## src/rtl/if_id_stage.sv

```systemverilog
// IF stage program counter and IF/ID pipeline register with load-use hazard detection.
// Optional stall-cycle counter enabled by defining PERF_CNT_EN; otherwise stall_count reads 0.
module if_id_stage #(
  parameter logic [63:0] RESET_PC = 64'h0,
  parameter logic [31:0] NOP_INST = 32'h00000013
) (
  input  logic        clk,
  input  logic        reset,
  input  logic [31:0] instruction,
  input  logic        branch_taken,
  input  logic [63:0] branch_target,
  input  logic        idexmemread,
  input  logic [4:0]  idexrd,
  output logic [63:0] pc_out,
  output logic [63:0] ifidpc_out,
  output logic [31:0] ifidinst,
  output logic        ifidvalid,
  output logic        stall,
  output logic        flush_idex,
  output logic [31:0] stall_count
);

  logic [63:0] pc_q, pc_d;
  logic [63:0] ifidpc_q, ifidpc_d;
  logic [31:0] ifidinst_q, ifidinst_d;
  logic        ifidvalid_q, ifidvalid_d;

  logic [4:0]  ifid_rs1;
  logic [4:0]  ifid_rs2;
  logic        hazard;
  logic [63:0] target_aligned;

  assign ifid_rs1       = ifidinst_q[19:15];
  assign ifid_rs2       = ifidinst_q[24:20];
  assign target_aligned = branch_target & ~64'h3;

  // A flushed IF/ID slot holds no real instruction, so it can never be a hazard source.
  always_comb begin
    hazard = ifidvalid_q && idexmemread && (idexrd != 5'd0) &&
             ((idexrd == ifid_rs1) || (idexrd == ifid_rs2));
    stall      = hazard && !branch_taken;
    flush_idex = branch_taken || hazard;
  end

  always_comb begin
    pc_d        = pc_q;
    ifidpc_d    = ifidpc_q;
    ifidinst_d  = ifidinst_q;
    ifidvalid_d = ifidvalid_q;
    if (branch_taken) begin
      pc_d        = target_aligned;
      ifidpc_d    = 64'h0;
      ifidinst_d  = NOP_INST;
      ifidvalid_d = 1'b0;
    end else if (!stall) begin
      pc_d        = pc_q + 64'd4;
      ifidpc_d    = pc_q;
      ifidinst_d  = instruction;
      ifidvalid_d = 1'b1;
    end
  end

  always_ff @(posedge clk) begin
    if (!reset) begin
      pc_q        <= RESET_PC;
      ifidpc_q    <= 64'h0;
      ifidinst_q  <= NOP_INST;
      ifidvalid_q <= 1'b0;
    end else begin
      pc_q        <= pc_d;
      ifidpc_q    <= ifidpc_d;
      ifidinst_q  <= ifidinst_d;
      ifidvalid_q <= ifidvalid_d;
    end
  end

  assign pc_out     = pc_q;
  assign ifidpc_out = ifidpc_q;
  assign ifidinst   = ifidinst_q;
  assign ifidvalid  = ifidvalid_q;

`ifdef PERF_CNT_EN
  logic [31:0] stall_cnt_q, stall_cnt_d;

  always_comb begin
    stall_cnt_d = stall_cnt_q;
    if (stall && (stall_cnt_q != 32'hFFFF_FFFF)) begin
      stall_cnt_d = stall_cnt_q + 32'd1;
    end
  end

  always_ff @(posedge clk) begin
    if (!reset) begin
      stall_cnt_q <= 32'h0;
    end else begin
      stall_cnt_q <= stall_cnt_d;
    end
  end

  assign stall_count = stall_cnt_q;
`else
  assign stall_count = 32'h0;
`endif

endmodule

```

## config.mk

```make
export PLATFORM = sky130hd
export DESIGN_NAME = if_id_stage
export DESIGN_NICKNAME = d
export VERILOG_FILES = /design/src/rtl/if_id_stage.sv
export SDC_FILE = /design/constraint.sdc
export NUM_CORES = 1
export LEC_CHECK = 0
export CORE_MARGIN = 3
export CORE_UTILIZATION = 30
export DETAILED_ROUTE_END_ITERATION = 6
export MAX_ROUTING_LAYER = met4
export PLACE_DENSITY = 0.7
export SYNTH_ARGS = -nofsm -noshare
export SYNTH_HDL_FRONTEND = slang
export SYNTH_SLANG_ARGS = --single-unit
export TNS_END_PERCENT = 20
```

## constraint.sdc

```tcl
create_clock -name clk -period 4.25 [get_ports clk]
set_input_delay 0.85 -clock clk [delete_from_list [all_inputs] [get_ports clk]]
set_output_delay 0.85 -clock clk [all_outputs]
set_load 0.05 [all_outputs]
```

# Word-level counts from Yosys, hierarchy flattened

Cells that the tools add are included.

Flip-flop bits (word level): 161
Input port bits: 105
Output and inout bits: 195
Word-level logic and storage cells: 21

Add/subtract/negate cells: 1
Equal/unequal tests: 3
Multiplexer cells: 2
Bitwise gates (word level): 1
Reductions and logical operators: 9

Operators by type and width:

| operator                | count |
|---|---|
| $mux W64                | 2 |
| $add A64 B3 Y64 const B | 1 |
| $eq A5 B5 Y1            | 2 |
| $reduce_bool A5 Y1      | 1 |
| $logic_and A1 B1 Y1     | 4 |
| $logic_or A1 B1 Y1      | 2 |
| $ne A2 B2 Y1 const B    | 1 |
| $reduce_or A2 Y1        | 1 |
| $logic_not A1 Y1        | 1 |
| $not A1 Y1              | 1 |

# Depth between registers and ports, before layout

Gate-level depths: netlist of run 1.

Word-level depth: 6
Gate-level depth with buffers: 8
Gate-level depth less buffers: 7

# Worst setup path after synthesis of run 1

Ideal clock, no wire load.

Path kind: input port to output port
From: input port idexrd[4]
To: output port stall
Arrival: 2.676 ns
Required time: 3.400 ns
Setup slack: 0.724 ns
Stages on the path: 7
Buffers on the path: 2
Cells stage by stage: xnor2_1 > nand3_1 > o22ai_2 > nand2_1 > buf_2 > clkbuf_1 > nor2_1

Word-level cells in the longest chain between the ends: 4
Elaborated cells between the ends (all ways): 7
Classes of those cells: 2 x eq/ne; 5 x reduce/logical

RTL lines:

| what                                                             | RTL line | text |
|---|---|---|
| start: declaration                                               | 13       | `input logic [4:0] idexrd,` |
| $eq A5 B5 Y1 / $reduce_bool A5 Y1 (equally long branches)        | 40, 39   |  |
| $logic_or A1 B1 Y1 / $logic_and A1 B1 Y1 (equally long branches) | 40, 39   |  |
| $logic_and A1 B1 Y1 (*)                                          | 39       | `hazard = ifidvalid_q && idexmemread && (idexrd != 5'd0) &&` |
| $logic_and A1 B1 Y1 (*)                                          | 41       | `stall = hazard && !branch_taken;` |
| end: declaration                                                 | 18       | `output logic stall,` |

Mark *: on every way between the ends. The rest lies on a longest branch, timed or not.

# Worst setup path in the final report of run 1

From: input port idexrd[1]
To: output port flush_idex

Word-level cells in the longest chain between the ends: 4
Elaborated cells between the ends (all ways): 7
Classes of those cells: 2 x eq/ne; 5 x reduce/logical

RTL lines:

| what                                                             | RTL line | text |
|---|---|---|
| $eq A5 B5 Y1 / $reduce_bool A5 Y1 (equally long branches)        | 40, 39   |  |
| $logic_or A1 B1 Y1 / $logic_and A1 B1 Y1 (equally long branches) | 40, 39   |  |
| $logic_and A1 B1 Y1 (*)                                          | 39       |  |
| $logic_or A1 B1 Y1 (*)                                           | 42       | `flush_idex = branch_taken \|\| hazard;` |
| end: declaration                                                 | 19       | `output logic flush_idex,` |

Marked as above.

==> summary by stage, run 1 <==
Run status
The run finished with clean final reports.

Logic synthesis
Counting distinct cell types in the post-synthesis netlist gives 46. Yosys mapped a number of flops with a built-in enable equal to 0. Sorting the synthesized cells by area gives the leading types as sky130_fd_sc_hd__dfxtp_1 (41%), sky130_fd_sc_hd__nand2_1 (11%), sky130_fd_sc_hd__a21oi_1 (9.0%). The share of synthesized area in the top cell type comes to 0.411. The flop and latch count out of synthesis is around 160. Yosys printed 0 warnings.

Sorting the synthesized cells by how often they occur yields sky130_fd_sc_hd__nand2_1 (222), sky130_fd_sc_hd__dfxtp_1 (157), sky130_fd_sc_hd__a21oi_1 (137), sky130_fd_sc_hd__o21ai_0 (65), sky130_fd_sc_hd__clkbuf_1 (53). Among all cell types in the netlist, the one instantiated most often is sky130_fd_sc_hd__nand2_1. Of all cell types, the one taking the most synthesized area is sky130_fd_sc_hd__dfxtp_1. In the synthesized netlist, the number of instances is around 950. The average footprint of a synthesized cell is 8.08 sq um. For this run, the register share of the synthesized area comes to 0.411. The mapped netlist covers approximately 7600 sq um. The flip-flop cell with the highest count after synthesis is sky130_fd_sc_hd__dfxtp_1.

The share of synthesized flip-flops with an asynchronous set or reset is 0.

Detailed routing
The number of remaining DRC errors is 0. The iteration count of the initial detailed-routing pass is 5. The DRC marker count from the first detailed-route iteration is between 600 and 700.

The detail route stage leaves a number of antenna-violating nets equal to 0. The total via count in the routed design is ~7500. The mean number of vias per cell is 4.99. For this block, the routed nets add up to 26100 um of wire. After detailed routing, the average wire length per cell comes to approximately 17 um.

Clock tree
In this run, post-CTS repair resized a total of 0 instances. In this run the deepest clock path goes through 2 buffers. The clock latency on the worst-skew pair is 0.42 ns. The CTS tree is done. Clock tree synthesis found a total of 157 sinks. The number of post-CTS setup repair buffers is 0. The count of H-tree levels built during CTS is 4. The number of buffers inserted for hold repair after clock tree synthesis is 0. In this run the clock root is driven by a sky130_fd_sc_hd__clkbuf_16.

The CTS clock-pin slew for the worst setup and hold paths is about 0.06 ns. The TritonCTS buffer count is 17.

Finish
The share of final-layout standard cells stronger than drive strength 1 is 0.0761. The non-filler instance count after layout is between 1500 and 2000. The area of all placed cells without fillers is 10900 sq um. The number of nets at the end of the flow is roughly 1300. The area growth from synthesis to final layout is 42.6%. The number of filler instances in the final layout is about 2400.

The core utilization of the finished layout is 0.442.

GRT
The pin count of the biggest net entering global routing is 88. The met2 capacity usage during global routing is 0.300. After global routing the overflow that remains totals 0. The global routing stage identified its most utilized layer as met2. The first global-routing pass estimated between 40000 and 50000 um of wire. The initial antenna violation count is 2. For this run, the total global-route usage over all layers was measured as 0.188.

The via count of the first global-routing pass is 7114. In the global route stage, met1 resource usage came out at 0.238. In the global route stage, met3 resource usage came out at 0.0408.

Timing
The final hold violation count came to 0. At the pin with the least slew margin, the transition time is 0.959 ns. Setup slack closes at 0.536 ns. The post-route fraction of the period consumed by the critical path is 0.874.

Setup repair after global routing left no endpoint under its margin. Setup violations remaining at the end of the flow were counted as 0. The count of final max-slew check failures is 0.

The post-layout minimum cycle time is roughly 3.7 ns. The worst relative slew slack is 0.360. Clock skew on the completed layout was measured at about 0.009 ns.

The final-layout setup total negative slack is 0 ns. Derived from the worst setup path, the maximum achievable clock frequency is around 270 MHz.

Floorplan
Pin placement for this block handled 300 I/O pins. In this run the vertical extent of the chip is roughly 170 um. The core region is ~25000 sq um. Row generation in the floorplan step produced between 50 and 60 rows. The initial core utilization is 0.310. The width of the die is 166 um.

The area of the die is ~27000 sq um.

Critical path
The critical path goes through clkdlybuf4s50_1 > or3_1 > o311a_2 > nand2_4 > nand2_1 > buf_12. The worst setup path is captured at an output port. The slowest stage of the critical path belongs to the cell sky130_fd_sc_hd__clkdlybuf4s50_1. The endpoint required time on the critical path is about 3.4 ns.

The worst setup path is launched from a primary input. The number of buffer and inverter instances along the worst setup path is 2. The highest net fanout along the worst path is 25. The kind of cell with the highest combined delay along the critical path is simple AND/OR/NAND/NOR gates. For the worst setup path, the data arrival time is 2.86 ns. The startpoint-to-endpoint class of the critical path is in2out.

The stage delay of the slowest cell on the critical path is between 0.5 and 0.6 ns.

Power
For this design the ratio of total power to cell area is 356 nW/um^2. IR analysis of the VDD net gives a maximum drop of approximately 0.24 mV. The analysis attributes to cell leakage a power of approximately 3.6 nW.

Placement
The weighted congestion reported at the end of routability-driven placement is between 0.8 and 0.9. Summed over all nets, the half-perimeter wirelength after detailed placement is approximately 19000 um. The placed cell area is 10400 sq um. Prior to clock tree synthesis, the placed netlist has a worst setup slack of around 0.46 ns. The number of placed instances, taps included, is ~1500.

The number of buffers inserted by port buffering is about 260.

Hold path
The worst hold path belongs to the class reg2reg.

Flow run
The total of max-cap violations is 0.
final cells by class:
class / count / area [sq um] / share of cell area
multi-input combinational: 708 / 4050 / 0.371
sequential: 157 / 3140 / 0.288
timing repair buffer: 273 / 2720 / 0.249
clock buffer: 20 / 447 / 0.0409
tap: 324 / 405 / 0.0372
clock inverter: 11 / 93.8 / 0.00860
inverter: 13 / 50.0 / 0.00459
antenna: 2 / 5.00 / 0.000459
path summary, 6_finish.rpt:
check / from / cells past startpoint / slack (ns) / to
setup / recovery: idexrd[1] / 6 / 0.54 / flush_idex
hold / removal: ifidpc_out[12] / 2 / 0.45 / ifidpc_out[12]
setup reg to reg: pc_out[2] / 7 / 1.31 / pc_out[56]
hold reg to reg: ifidpc_out[12] / 2 / 0.45 / ifidpc_out[12]
power breakdown:
| group | switching, mW | internal (mW) | total [mW] |
|---|---|---|---|
| Clock | 0.639 | 0.815 | 1.45 |
| Sequential | 0.0913 | 1.55 | 1.64 |
| Combinational | 0.517 | 0.281 | 0.797 |
cell families after synthesis:
family / count (synthesis) / synth area share
other: 1 / 0.000490
and+or+nand+nor: 353 / 0.210
xor gates and xnor gates: 51 / 0.0584
buffers and inverters: 117 / 0.0805
adders and majority gates: 1 / 0.00164
AOI/OAI and AO/OA: 262 / 0.231
muxes: 5 / 0.00720
DFF: 157 / 0.411
worst reg2reg max path, cell delays in order, from the launching register on:
cell                        delay [ns]
sky130_fd_sc_hd__dfxtp_1          0.50
sky130_fd_sc_hd__ha_1             0.30
sky130_fd_sc_hd__nand4_1          0.22
sky130_fd_sc_hd__nor4_1           0.28
sky130_fd_sc_hd__nand4_1          0.38
sky130_fd_sc_hd__a2111oi_0        0.71
sky130_fd_sc_hd__mux2_2           0.41
sky130_fd_sc_hd__nor2_1           0.09
metrics by stage:
step           total power, mW  hold WS (ns)
2_1_floorplan             2.18         0.670
3_5_place_dp              2.47         0.442
6_report                  3.89         0.449
3_3_place_gp              2.46         0.438
4_1_cts                   3.93         0.450
5_1_grt                   4.05         0.465
state kept, by name, summed over array words and instances (netlist names):
signal	count
ifidinst	32
ifidpc_out	62
pc_out	62
ifidvalid	1
cell usage in the layout, fill, tap and decap left out, types with 2 or more instances in the layout:
master,netlist,final
sky130_fd_sc_hd__dfxtp_1,157,157
sky130_fd_sc_hd__clkdlybuf4s50_1,0,258
sky130_fd_sc_hd__diode_2,0,2
sky130_fd_sc_hd__inv_1,13,12
sky130_fd_sc_hd__nor4_1,5,5
sky130_fd_sc_hd__nand3_1,31,31
sky130_fd_sc_hd__nand2_4,0,2
sky130_fd_sc_hd__buf_12,0,2
sky130_fd_sc_hd__nor2b_1,5,5
sky130_fd_sc_hd__a2111oi_0,2,2
sky130_fd_sc_hd__and4_1,4,4
sky130_fd_sc_hd__nand2_1,222,220
sky130_fd_sc_hd__clkinvlp_4,0,4
sky130_fd_sc_hd__a211oi_1,22,22
sky130_fd_sc_hd__conb_1,1,36
sky130_fd_sc_hd__nor4b_1,2,2
sky130_fd_sc_hd__nor2_1,22,22
sky130_fd_sc_hd__a21oi_1,137,137
sky130_fd_sc_hd__xnor2_1,51,51
sky130_fd_sc_hd__clkbuf_16,0,17
sky130_fd_sc_hd__a31oi_1,5,5
sky130_fd_sc_hd__a2111oi_2,15,15
sky130_fd_sc_hd__a31o_2,2,2
sky130_fd_sc_hd__clkbuf_1,53,2
sky130_fd_sc_hd__buf_4,36,12
sky130_fd_sc_hd__or3_1,3,3
sky130_fd_sc_hd__nand4_2,3,3
sky130_fd_sc_hd__o21ai_0,65,65
sky130_fd_sc_hd__clkinv_2,0,6
sky130_fd_sc_hd__and3_1,7,7
sky130_fd_sc_hd__nor3b_1,7,7
sky130_fd_sc_hd__a2111oi_4,9,9
sky130_fd_sc_hd__nor3_1,13,13
sky130_fd_sc_hd__mux2_2,4,4
sky130_fd_sc_hd__nand4_1,21,21
routing by layer:
layer,routed length [um],up-vias
met2,12500,212
met3,1330,32
met1,11800,3597
li1,-,3678
met4,541,0
met5,0,-
Power figures use the tool's default switching activity.
==> inputs of run 2 (changes only) <==
- ABC_CLOCK_PERIOD_IN_PS: default -> 4250
- CORE_UTILIZATION: 30 -> 48
- PLACE_DENSITY: 0.7 -> 0.95
- SLEW_MARGIN: default -> 25
==> run 2 against run 1 <==
Against the previous run: global-route usage is 9.3 points higher; fmax grew 1.2%; combinational power about the same; final area shrank 0.63%; sequential share of layout area grew 0.18 points; non-clock buffer count fell by 1; power rose by 3.1%; wire length decreased by 4.7%; first-iteration DRC count fell by 6.0%; highest routed layer unchanged.
==> summary by stage, run 2 (same netlist as run 1, synthesis figures left out) <==
Placement
The detailed placer's ending HPWL is 17500 um (was 18600 um). The number of buffers inserted by port buffering is 261 (unchanged). The weighted congestion reported at the end of routability-driven placement came to 0.822 (was 0.814). The placed cell area is 10200 sq um (was 10400 sq um). The worst slack after detailed placement is 0.590 ns (was 0.463 ns).

Critical path
The slack of the worst reg-to-reg path is 1.35 ns (was 1.31 ns). The endpoint required time on the critical path is 3.40 ns (about the same). The nature of the critical path startpoint is a primary input (unchanged). The critical path depth in cells came to 6 (unchanged).

The critical path's top delay family is simple AND/OR/NAND/NOR gates (unchanged). Ordered list of cells on the worst path: clkdlybuf4s50_1 > or3_1 > o311a_2 > nand2_4 > nand2_1 > buf_12 (unchanged). The endpoint of the worst-slack reg-to-reg timing path is pc_out[59] (was pc_out[56]).

The launching point of the worst reg2reg path is pc_out[15] (was pc_out[2]). The length in cells of the worst reg-to-reg path came to 6 (was 7). The slowest cell on the critical path is sky130_fd_sc_hd__o311a_2 (was sky130_fd_sc_hd__clkdlybuf4s50_1). The startpoint-to-endpoint class of the critical path is in2out (unchanged). The highest net fanout along the worst path is 23 (was 25). The number of buffer and inverter instances along the worst setup path is 2 (unchanged). The stage delay of the slowest cell on the critical path is 0.60 ns (was 0.52 ns). The element type at the critical path end was an output port (unchanged). The arrival time of data at the critical path endpoint is 2.82 ns (was 2.86 ns).

Clock tree
The maximum buffer depth of the clock tree is 2 (unchanged). The TritonCTS sink count is 157 (unchanged). The number of post-CTS setup repair buffers is 0 (unchanged).

The number of buffers inserted for hold repair after clock tree synthesis was 0 (unchanged). The clock latency on the worst-skew pair came to 0.43 ns (was 0.42 ns). The CTS clock-pin slew for the worst setup and hold paths is 0.07 ns (was 0.06 ns).

The number of cells upsized or downsized after cts is 0 (unchanged). The TritonCTS buffer count is 17 (unchanged). The count of H-tree levels built during CTS is 4 (unchanged).

The CTS tree is done (unchanged). The clock tree root buffer cell is sky130_fd_sc_hd__clkbuf_16 (unchanged).

Detailed routing
The total via count in the routed design was 7838 (was 7519). The number of remaining DRC errors was 0 (unchanged). The iteration count of the initial detailed-routing pass came to 5 (unchanged). The DRC marker count from the first detailed-route iteration is 581 (was 618). The total wire length is 24900 um (was 26100 um).

The mean number of vias per cell is 5.62 (was 4.99). The average wire per cell in the routed design is 17.8 um (was 17.3 um). The residual antenna-violating net count after detailed routing is 0 (unchanged).

Timing
The final-layout setup total negative slack is 0 ns (unchanged). The post-layout worst setup margin is 0.579 ns (was 0.536 ns). The setup skew after layout is 0.0110 ns (was 0.00891 ns).

The setup violation total in the final timing report was 0 (unchanged). The post-layout minimum cycle time is 3.67 ns (was 3.71 ns). The worst relative slew slack was 0.504 (was 0.360).

Unrepaired setup endpoints after global routing: false (unchanged). The maximum frequency from static timing analysis is 272 MHz (was 269 MHz). The post-route fraction of the period consumed by the critical path is 0.864 (was 0.874). The transition at the pin with the smallest max-transition slack is 0.737 ns (was 0.959 ns). The final hold violation count is 0 (unchanged). The count of final max-slew check failures came to 0 (unchanged).

Floorplan
The standard cell core area is 15400 sq um (was 24700 sq um). The width of the die is 132 um (was 166 um). The vertical die dimension is 132 um (was 166 um). The initial core utilization is 0.498 (was 0.310). The total number of placement rows is 45 (was 57).

The number of top-level pins is 300 (unchanged). The area of the die is 17500 sq um (was 27400 sq um).

Finish
Most frequent cells in the layout: sky130_fd_sc_hd__clkdlybuf4s50_1 (258), sky130_fd_sc_hd__nand2_1 (220), sky130_fd_sc_hd__dfxtp_1 (157) (unchanged). The number of filler instances in the final layout is 1137 (was 2437). The most frequent standard cell in the layout excluding fill and tap cells was sky130_fd_sc_hd__clkdlybuf4s50_1 (unchanged). The number of nets at the end of the flow came to 1275 (was 1276). The area of all placed cells without fillers is 10800 sq um (was 10900 sq um). The area growth from synthesis to final layout is 41.7% (was 42.6%). The core utilization of the finished layout is 0.705 (was 0.442). The share of final-layout standard cells stronger than drive strength 1 is 0.0778 (was 0.0761).

GRT
The initial antenna violation count is 1 (was 2). The via count of the first global-routing pass was 7331 (was 7114). The pin count of the biggest net entering global routing is 79 (was 88). The total routing resource utilization after global routing is 0.280 (was 0.188). The remaining global-route overflow is 0 (unchanged). The global-route wire length before repair is 39000 um (was 40700 um).

Run status
Status: complete, no violations (unchanged).

Hold path
The instance count along the most critical hold path was 2 (unchanged). The worst hold path endpoint is ifidpc_out[25] (was ifidpc_out[12]). The class of the tightest hold or removal check is reg2reg (unchanged).

The origin of the worst min-delay path is ifidpc_out[25] (was ifidpc_out[12]).

Power
The worst vdd rail ir drop is 0.266 mV (was 0.239 mV). The cell area power density is 370 nW/um^2 (was 356 nW/um^2). The cell leakage power was 3.65 nW (was 3.62 nW).

Flow run
The total of max-cap violations is 0 (unchanged).
[run 2: worst max-delay path by stage]
stage                     startpoint          to  slack [ns]
after global routing       idexrd[1]  flush_idex        0.54
after global placement     idexrd[0]  flush_idex        0.62
final                      idexrd[1]  flush_idex        0.58
after CTS                  idexrd[1]  flush_idex        0.59
after floorplan            idexrd[4]       stall        0.72
after detailed placement   idexrd[1]  flush_idex        0.59
[run 2: routing by layer]
| layer | global-route usage | share of wire | wire [um] |
|---|---|---|---|
| met4 | 0.117 | 0.031 | 782 |
| met3 | 0.0603 | 0.069 | 1720 |
| met2 | 0.448 | 0.49 | 12300 |
| met5 | - | 0 | 0 |
| met1 | 0.345 | 0.41 | 10100 |
[run 2: stage by stage]
| stage | cells | power, mW | hold slack (ns) |
|---|---|---|---|
| after detailed placement | 1361 | 2.46 | 0.443 |
| after floorplan | 982 | 2.18 | 0.670 |
| after CTS | 1393 | 4.02 | 0.451 |
| after global routing | 1394 | 4.13 | 0.469 |
| final | 1394 | 4.01 | 0.448 |
| after global placement | 1361 | 2.44 | 0.437 |
[run 2: final cells by class]
cell class,count,area [sq um],area share
timing repair buffer,272,2720,0.251
clock buffer,17,425,0.0392
tap,211,264,0.0244
clock inverter,15,185,0.0171
multi-input combinational,708,4050,0.373
antenna,1,2.50,0.000231
inverter,13,50.0,0.00462
sequential,157,3140,0.290
[run 2: worst reg2reg max path, delay by kind of cell (launching register included)]
family / cells / cell delay (ns)
multiplexers: 1 / 0.39
AND/OR/NAND/NOR: 3 / 1.19
AO/OA/AOI/OAI: 2 / 0.75
flip-flops: 1 / 0.48
[run 2: where the power goes]
group | internal, mW | switching (mW) | leakage (nW)
Sequential | 1.54 | 0.0933 | 1.29
Clock | 0.887 | 0.684 | 0.288
Combinational | 0.280 | 0.518 | 2.07
